===== src/rtl/conv_pkg.sv =====
// Shared types and geometry for the convolution tile sequencer.
// 6x6 pixel tile, 3x3 kernel, 4x4 result block.
package conv_pkg;

    typedef enum logic [1:0] {
        LOAD  = 2'd0,
        START = 2'd1,
        WAIT  = 2'd2,
        DRAIN = 2'd3
    } state_t;

    localparam int TILE_DIM = 6;
    localparam int K_DIM    = 3;
    localparam int OUT_DIM  = 4;
    localparam int PIX_W    = 8;
    localparam int RES_W    = 16;

endpackage


===== src/rtl/conv_tile_sequencer.sv =====
// Buffers a 6x6 tile and a 3x3 kernel, kicks the conv engine,
// then streams the 4x4 result block out on a valid/ready port.
module conv_tile_sequencer
    import conv_pkg::*;
#(
    parameter int START_CYCLES   = 4,
    parameter int TIMEOUT_CYCLES = 2048
) (
    input  logic                    clk,
    input  logic                    rst_n,
    input  logic                    s_valid,
    output logic                    s_ready,
    input  logic signed [PIX_W-1:0] s_data,
    input  logic                    s_kernel,
    output logic                    conv_start,
    input  logic                    conv_done,
    output logic signed [PIX_W-1:0] conv_input_tile [0:TILE_DIM-1][0:TILE_DIM-1],
    output logic signed [PIX_W-1:0] conv_kernel [0:K_DIM-1][0:K_DIM-1],
    input  logic signed [RES_W-1:0] conv_c [0:OUT_DIM-1][0:OUT_DIM-1],
    output logic                    m_valid,
    input  logic                    m_ready,
    output logic signed [RES_W-1:0] m_data,
    output logic                    m_last,
    output logic                    busy,
    output logic                    timeout_err
);

    localparam int SW = (START_CYCLES > 1) ? $clog2(START_CYCLES) : 1;
    localparam int TW = (TIMEOUT_CYCLES > 1) ? $clog2(TIMEOUT_CYCLES) : 1;
    localparam logic [SW-1:0] ST_LAST = SW'(START_CYCLES - 1);
    localparam logic [TW-1:0] TO_LAST = TW'(TIMEOUT_CYCLES - 1);

    state_t        state;
    logic [2:0]    pix_row;
    logic [2:0]    pix_col;
    logic [1:0]    k_row;
    logic [1:0]    k_col;
    logic          kernel_valid;
    logic [SW-1:0] st_cnt;
    logic [TW-1:0] to_cnt;
    logic [3:0]    idx;
    logic signed [RES_W-1:0] result [0:OUT_DIM-1][0:OUT_DIM-1];

    logic pix_full;
    logic pix_last;
    logic k_last;
    logic pix_acc;
    logic k_acc;
    logic go;

    // Pixel row counter reaching TILE_DIM means all 36 pixels are held.
    assign pix_full = (pix_row == 3'(TILE_DIM));
    assign pix_last = (pix_row == 3'(TILE_DIM - 1))
                   && (pix_col == 3'(TILE_DIM - 1));
    assign k_last   = (k_row == 2'(K_DIM - 1))
                   && (k_col == 2'(K_DIM - 1));

    // A full tile only blocks pixels; kernel beats may still refresh.
    assign s_ready = rst_n && (state == LOAD)
                  && (s_kernel || !pix_full);
    assign pix_acc = s_valid && s_ready && !s_kernel;
    assign k_acc   = s_valid && s_ready && s_kernel;

    // Tile complete and kernel usable, either already or on this edge.
    assign go = (pix_full || (pix_acc && pix_last))
             && (kernel_valid || (k_acc && k_last));

    assign m_data = result[idx[3:2]][idx[1:0]];
    assign m_last = m_valid && (idx == 4'd15);

    // Row-major write of accepted beats into the tile and kernel buffers.
    always_ff @(posedge clk or negedge rst_n) begin
        if (!rst_n) begin
            for (int r = 0; r < TILE_DIM; r++)
                for (int c = 0; c < TILE_DIM; c++)
                    conv_input_tile[r][c] <= '0;
            for (int r = 0; r < K_DIM; r++)
                for (int c = 0; c < K_DIM; c++)
                    conv_kernel[r][c] <= '0;
        end else begin
            if (pix_acc)
                conv_input_tile[pix_row][pix_col] <= s_data;
            if (k_acc)
                conv_kernel[k_row][k_col] <= s_data;
        end
    end

    // Sequencer: load, strobe engine, wait with timeout, drain results.
    always_ff @(posedge clk or negedge rst_n) begin
        if (!rst_n) begin
            state        <= LOAD;
            pix_row      <= '0;
            pix_col      <= '0;
            k_row        <= '0;
            k_col        <= '0;
            kernel_valid <= 1'b0;
            st_cnt       <= '0;
            to_cnt       <= '0;
            idx          <= '0;
            conv_start   <= 1'b0;
            m_valid      <= 1'b0;
            busy         <= 1'b0;
            timeout_err  <= 1'b0;
            for (int r = 0; r < OUT_DIM; r++)
                for (int c = 0; c < OUT_DIM; c++)
                    result[r][c] <= '0;
        end else begin
            unique case (state)
                LOAD: begin
                    if (pix_acc) begin
                        if (pix_col == 3'(TILE_DIM - 1)) begin
                            pix_col <= '0;
                            pix_row <= pix_row + 3'd1;
                        end else begin
                            pix_col <= pix_col + 3'd1;
                        end
                    end
                    if (k_acc) begin
                        if (k_col == 2'(K_DIM - 1)) begin
                            k_col <= '0;
                            k_row <= k_last ? 2'd0 : k_row + 2'd1;
                        end else begin
                            k_col <= k_col + 2'd1;
                        end
                        if (k_last)
                            kernel_valid <= 1'b1;
                    end
                    if (go) begin
                        state      <= START;
                        st_cnt     <= '0;
                        conv_start <= 1'b1;
                        busy       <= 1'b1;
                    end
                end
                START: begin
                    if (st_cnt == ST_LAST) begin
                        state      <= WAIT;
                        conv_start <= 1'b0;
                        to_cnt     <= '0;
                    end else begin
                        st_cnt <= st_cnt + SW'(1);
                    end
                end
                WAIT: begin
                    if (conv_done) begin
                        for (int r = 0; r < OUT_DIM; r++)
                            for (int c = 0; c < OUT_DIM; c++)
                                result[r][c] <= conv_c[r][c];
                        state   <= DRAIN;
                        idx     <= '0;
                        m_valid <= 1'b1;
                    end else if (to_cnt == TO_LAST) begin
                        state       <= LOAD;
                        timeout_err <= 1'b1;
                        busy        <= 1'b0;
                        pix_row     <= '0;
                        pix_col     <= '0;
                    end else begin
                        to_cnt <= to_cnt + TW'(1);
                    end
                end
                DRAIN: begin
                    if (m_ready) begin
                        if (idx == 4'd15) begin
                            state   <= LOAD;
                            m_valid <= 1'b0;
                            busy    <= 1'b0;
                            idx     <= '0;
                            pix_row <= '0;
                            pix_col <= '0;
                        end else begin
                            idx <= idx + 4'd1;
                        end
                    end
                end
            endcase
        end
    end

endmodule


===== config.mk =====
export PLATFORM = sky130hd
export DESIGN_NAME = conv_tile_sequencer
export DESIGN_NICKNAME = d
export VERILOG_FILES = /design/src/rtl/conv_pkg.sv /design/src/rtl/conv_tile_sequencer.sv
export SDC_FILE = /design/constraint.sdc
export NUM_CORES = 1
export LEC_CHECK = 0
export BUFFER_PORTS_ARGS = -buffer_cell sky130_fd_sc_hd__buf_2
export CAP_MARGIN = 25
export CELL_PAD_IN_SITES_DETAIL_PLACEMENT = 1
export CELL_PAD_IN_SITES_GLOBAL_PLACEMENT = 1
export CORE_AREA = 2 2 250 252
export DETAILED_ROUTE_END_ITERATION = 8
export DIE_AREA = 0 0 252 254
export HOLD_SLACK_MARGIN = 0.05
export PLACE_DENSITY = 0.87
export SYNTH_ARGS = -nofsm -noshare
export SYNTH_HDL_FRONTEND = slang
export SYNTH_SLANG_ARGS = --single-unit

===== constraint.sdc =====
create_clock -name clk -period 3.42 [get_ports clk]
set_clock_uncertainty 0.2 [all_clocks]
set_input_delay 0.171 -clock clk [delete_from_list [all_inputs] [get_ports clk]]
set_output_delay 0.171 -clock clk [all_outputs]
set_load 0.1 [all_outputs]

==> results.ini, run 1 <==
[cells_and_area]
final_common_cell=buf_2
area_growth_pct=36.8
utilization=0.598
most-common-layout-cells=649 x buf_2, 648 x dfrtp_1, 616 x mux2_2
drive_above_1_share=0.575
layout.nets=2907
final_cells=3530

[clock_network]
clk_pin_slew_ns=0.07
cts.htree.levels=3
cts_buffers=71
clockRootBuffer=clkbuf_16
post_cts_resized=0
cts_num_sinks=650
clockBufferDepth=3
clk_latency_ns=0.63
cts_tree=built

[pwr]
clockPowerShare=0.243
p_int_mw=18.2
pwr-share-seq=0.362
switching_share=0.474
power.density_nw_per_um2=946
peakVddDrop_v=0.000793
combPwrFrac=0.395
finalPower_mw=34.7
cellLeakagePower_nw=18.4
power_switching_mw=16.4

[job]
max_cap_violations=0

[synth]
synthCells=1674
synth-edff-count=0
ys.flop_type=dfrtp_1
ys_seq_area_frac=0.608
synth_nets=1950
ys_types=54
ys_ff_latch=650
netlist_area_um2=26800
yosys_warnings=0
avgSynthCellArea_um2=16.0
synthArstFlopShare=1.00

[route]
num_vias=21829
wirelength_mm=130
dr.pass1.iters=5
viasPerCell=6.18
wire_per_inst_um=36.9
drc=0
final_antenna_net_count=0
drt-initial-drc-count=2018

[timing]
maxSlewHeadroom=0.0765
min_period_over_period=0.988
worst_pin_slew_ns=1.39
post-route-min-period_ns=3.38
hold_viol_final=0
fmax_ghz=0.296
holdWs_ns=0.0993
finalWorstSetupSlack_ns=0.0400
report.final.slew_viol_count=0
setup_violations=0

[place]
dp_hpwl_mm=68.1
gp_congestion=0.879
placed_cells=3068
port_buffers=651
place_ws_ns=0.451

[critical_path]
endpoint_kind=primary output
cp-start-kind=flip-flop
criticalPathCategory=flip-flop to primary output
required_ns=3.05
cp.arrival_ns=3.01
timing.critical_path.fanout_max=21

[global_routing]
grt_max_degree=209
grt_pass1_wl_mm=177
antenna_found_initial=42
grt_pass1_vias=24010
grt_usage=0.387
grt-ovfl-total=0

[hold_path]
hp-class=primary input to flip-flop

[outcome]
outcome=finished clean

[floorplanning]
num_io_pins=652
core_area_um2=61300
rows=91
die-width_um=252
start_util=0.437
dieArea_um2=64000
die_h_um=254

[critical path, stage by stage, from the launching register on]
cell and delay, ns:
dfrtp_4 0.44, buf_12 0.13, buf_12 0.24, mux4_2 0.71, mux4_2 0.53, buf_2 0.31
[layout make-up]
class / instances / area, um^2
fillers: 5875 / 24600
flip-flops and latches: 650 / 16300
multi-input cells: 914 / 10100
repair buffers: 982 / 6640
clock buffers: 103 / 2070
well taps: 790 / 988
clock inverters: 26 / 379
diodes: 53 / 133
inverters: 12 / 45.0
[synthesized netlist by cell type, types with 6 or more instances]
cell      count  area, um^2
nor2_1       29         109
nor3_1        9        45.0
o21ai_0      11        55.1
nand2_1      33         124
nand4_1       6        37.5
a21o_1        6        45.0
inv_1        12        45.0
nand2b_1      9        56.3
ha_1          6        75.1
dfrtp_1     650       16300
buf_1         6        22.5
mux4_2       80        1800
a21oi_1       9        45.0
clkbuf_1     89         334
o31ai_1       7        52.6
nand3_1      16        80.1
mux2_2      616        6940
[power by group through the flow]
stage               clock network [mW]  logic (mW)  registers, mW
floorplan                            0        4.18           16.8
global placement                     0        11.9           11.4
detailed placement                   0        12.3           11.8
CTS                               8.20        12.8           11.8
global route                      8.74        13.9           12.5
finish                            8.43        13.7           12.5
[registers in the layout (all words and copies together), names as in the netlist]
register / count
conv_input_tile: 288
conv_kernel: 72
to_cnt: 11
state: 2
pix_col: 3
k_col: 2
kernel_valid: 1
conv_start: 1
st_cnt: 2
timeout_err: 1
pix_row: 3
busy: 1
k_row: 2
m_valid: 1
idx: 4
result: 256
[layer usage]
metal / global-route usage / vias up / share of wire / wire length (um)
li1: - / 8101 / - / -
met1: 0.382 / 11056 / 0.31 / 40500
met2: 0.661 / 1783 / 0.49 / 63500
met3: 0.113 / 873 / 0.090 / 11700
met4: 0.351 / 16 / 0.11 / 14500
met5: 0 / - / 0.00084 / 109
[metrics by stage]
stage / setup TNS (ns) / instance area [um^2]
detailed placement: 0 / 31200
floorplan: 0 / 26800
finish: 0 / 36600
global route: -0.0337 / 36600
CTS: 0 / 36400
global placement: 0 / 31100
[logic make-up after synthesis]
| group | share of synthesized area |
|---|---|
| simple gates | 0.0306 |
| compound gates | 0.0160 |
| fa+ha+maj | 0.00280 |
| flops | 0.608 |
| mux | 0.328 |
| buf+inv | 0.0156 |
[path summary, 6_finish.rpt]
path                                  start                   to  slack (ns)  depth (start not counted)
worst max-delay path                 idx[2]            m_data[9]        0.04                          5
worst min-delay path             conv_c[95]           result[95]         0.1                          3
worst max register to register     state[1]  conv_input_tile[86]        0.28                          5
worst min register to register  timeout_err          timeout_err        0.27                          1
max in group asynchronous             rst_n          result[173]        1.15                          4
min in group asynchronous             rst_n  conv_input_tile[17]        0.19                          3
[what timing repair did]
action                                  4_1_cts  5_1_grt
endpoints found under the setup margin       14        7
setup buffers                                 6        1
hold endpoints to repair                    669       60
hold buffers                                267        2
Power figures use the tool's default switching activity.
==> inputs of run 2 (changes only) <==
--- a/config.mk
+++ b/config.mk
@@ -13,7 +13,7 @@
 export DETAILED_ROUTE_END_ITERATION = 8
 export DIE_AREA = 0 0 252 254
 export HOLD_SLACK_MARGIN = 0.05
-export PLACE_DENSITY = 0.87
+export PLACE_DENSITY_LB_ADDON = 0.25
 export SYNTH_ARGS = -nofsm -noshare
 export SYNTH_HDL_FRONTEND = slang
 export SYNTH_SLANG_ARGS = --single-unit
==> run 2 against run 1 <==
  * Sequential cell count did not move
  * Critical path depth decreased by 1
  * Maximum frequency shrank 0.35%
  * Sequential power is 3% lower
  * Routed wire length fell by 19%
  * Final area is 0.29% lower
  * Cell count is 1.2% lower
  * Critical path type unchanged
==> results.ini, run 2 (synthesis gave the netlist of run 1 again) <==
[outcome]
outcome=finished clean

[pwr]
power_switching_mw=14.7
finalPower_mw=33.0
cellLeakagePower_nw=18.4
clockPowerShare=0.246
p_int_mw=18.3
peakVddDrop_v=0.000869
power.density_nw_per_um2=904
pwr-share-seq=0.365
switching_share=0.446
combPwrFrac=0.389

[floorplanning]
start_util=0.437
rows=91
num_io_pins=652
die_h_um=254
die-width_um=252
core_area_um2=61300
dieArea_um2=64000

[route]
viasPerCell=5.64
wirelength_mm=106
wire_per_inst_um=30.3
drc=0
num_vias=19664
dr.pass1.iters=5
final_antenna_net_count=0
drt-initial-drc-count=1208

[timing]
holdWs_ns=0.130
hold_viol_final=0
min_period_over_period=0.992
report.final.slew_viol_count=0
fin_setup_tns_ns=0
setup_violations=0
worst_pin_slew_ns=1.08
maxSlewHeadroom=0.278
post-route-min-period_ns=3.39
grt_setup_unrepaired=false
fmax_ghz=0.295

[clock_network]
clockRootBuffer=clkbuf_16
clk_latency_ns=0.61
cts_tree=built
cts_buffers=72
cts.htree.levels=3
clockBufferDepth=3
clk_pin_slew_ns=0.06
cts_num_sinks=650

[cells_and_area]
area_growth_pct=36.5
fillers=5852
largest-register=conv_input_tile
most-common-layout-cells=649 x buf_2, 648 x dfrtp_1, 616 x mux2_2
drive_above_1_share=0.574
layout.nets=2903
final_common_cell=buf_2
largestRegisters=conv_input_tile x288, result x256, conv_kernel x72
largest_reg_flops=288
utilization=0.596

[critical_path]
criticalPathCategory=flip-flop to primary output
required_ns=3.05
endpoint_kind=primary output
cp.arrival_ns=3.02
cp-start-kind=flip-flop
timing.critical_path.fanout_max=27

[global_routing]
grt_pass1_wl_mm=151
grt_usage=0.325
grt-ovfl-total=0
antenna_found_initial=26
grt_max_degree=179
grt_pass1_vias=22048

[hold_path]
hp-class=primary input to flip-flop

[place]
gp_congestion=0.874
port_buffers=651
dp_hpwl_mm=64.9

[job]
max_cap_violations=0

run 2: layout make-up:
class,instances,area (um^2),share of cell area
sequential,650,16300,0.445
multi-input combinational,914,10100,0.277
timing repair buffer,977,6650,0.182
clock buffer,106,2140,0.0586
tap,790,988,0.0271
clock inverter,21,285,0.00781
antenna,19,47.5,0.00130
inverter,12,45.0,0.00123
run 2: critical path, cell delays in order, from the launching register on:
cell and delay (ns):
dfrtp_2 0.92, buf_12 0.24, mux4_2 0.39, mux4_2 0.52, buf_2 0.31
run 2: power groups by stage:
stage | clock network (mW) | logic (mW) | registers (mW)
finish | 8.12 | 12.8 | 12.1
global route | 8.52 | 13.2 | 12.2
CTS | 8.10 | 12.5 | 11.6
detailed placement | 0 | 12.2 | 11.7
global placement | 0 | 11.9 | 11.6
floorplan | 0 | 4.18 | 16.8
run 2: what timing repair did:
| action | CTS | global route |
|---|---|---|
| setup endpoints to repair | 16 | 9 |
| hold buffers | 269 | 0 |
| endpoints found under the hold margin | 525 | 0 |
| resized for setup | 0 | 1 |
| buffers inserted | 1 | 4 |
run 2: per-layer routing:
layer,vias to the layer above,track usage,share of wire
li1,8068,-,-
met1,10372,0.371,0.36
met2,870,0.558,0.51
met3,344,0.0794,0.068
met4,10,0.188,0.060
met5,-,0,0.00050
run 2: final timing paths:
path	cells after the start	from	slack [ns]	endpoint
worst max-delay path	4	idx[3]	0.03	m_data[11]
worst min-delay path	2	s_data[0]	0.13	conv_input_tile[72]
worst max register to register	4	state[0]	0.53	conv_input_tile[260]
worst min register to register	1	conv_input_tile[137]	0.30	conv_input_tile[137]
max in group asynchronous	4	rst_n	1.05	idx[2]
min in group asynchronous	3	rst_n	0.29	busy
run 2: stage by stage:
stage / instance area [um^2] / std cells / worst slack (ns)
after floorplan: 26800 / 1674 / 0.689
after global placement: 31100 / 3061 / 0.520
after detailed placement: 31300 / 3067 / 0.513
after CTS: 36400 / 3464 / 0.0179
after global routing: 36500 / 3487 / 0.00735
final: 36500 / 3489 / 0.0282
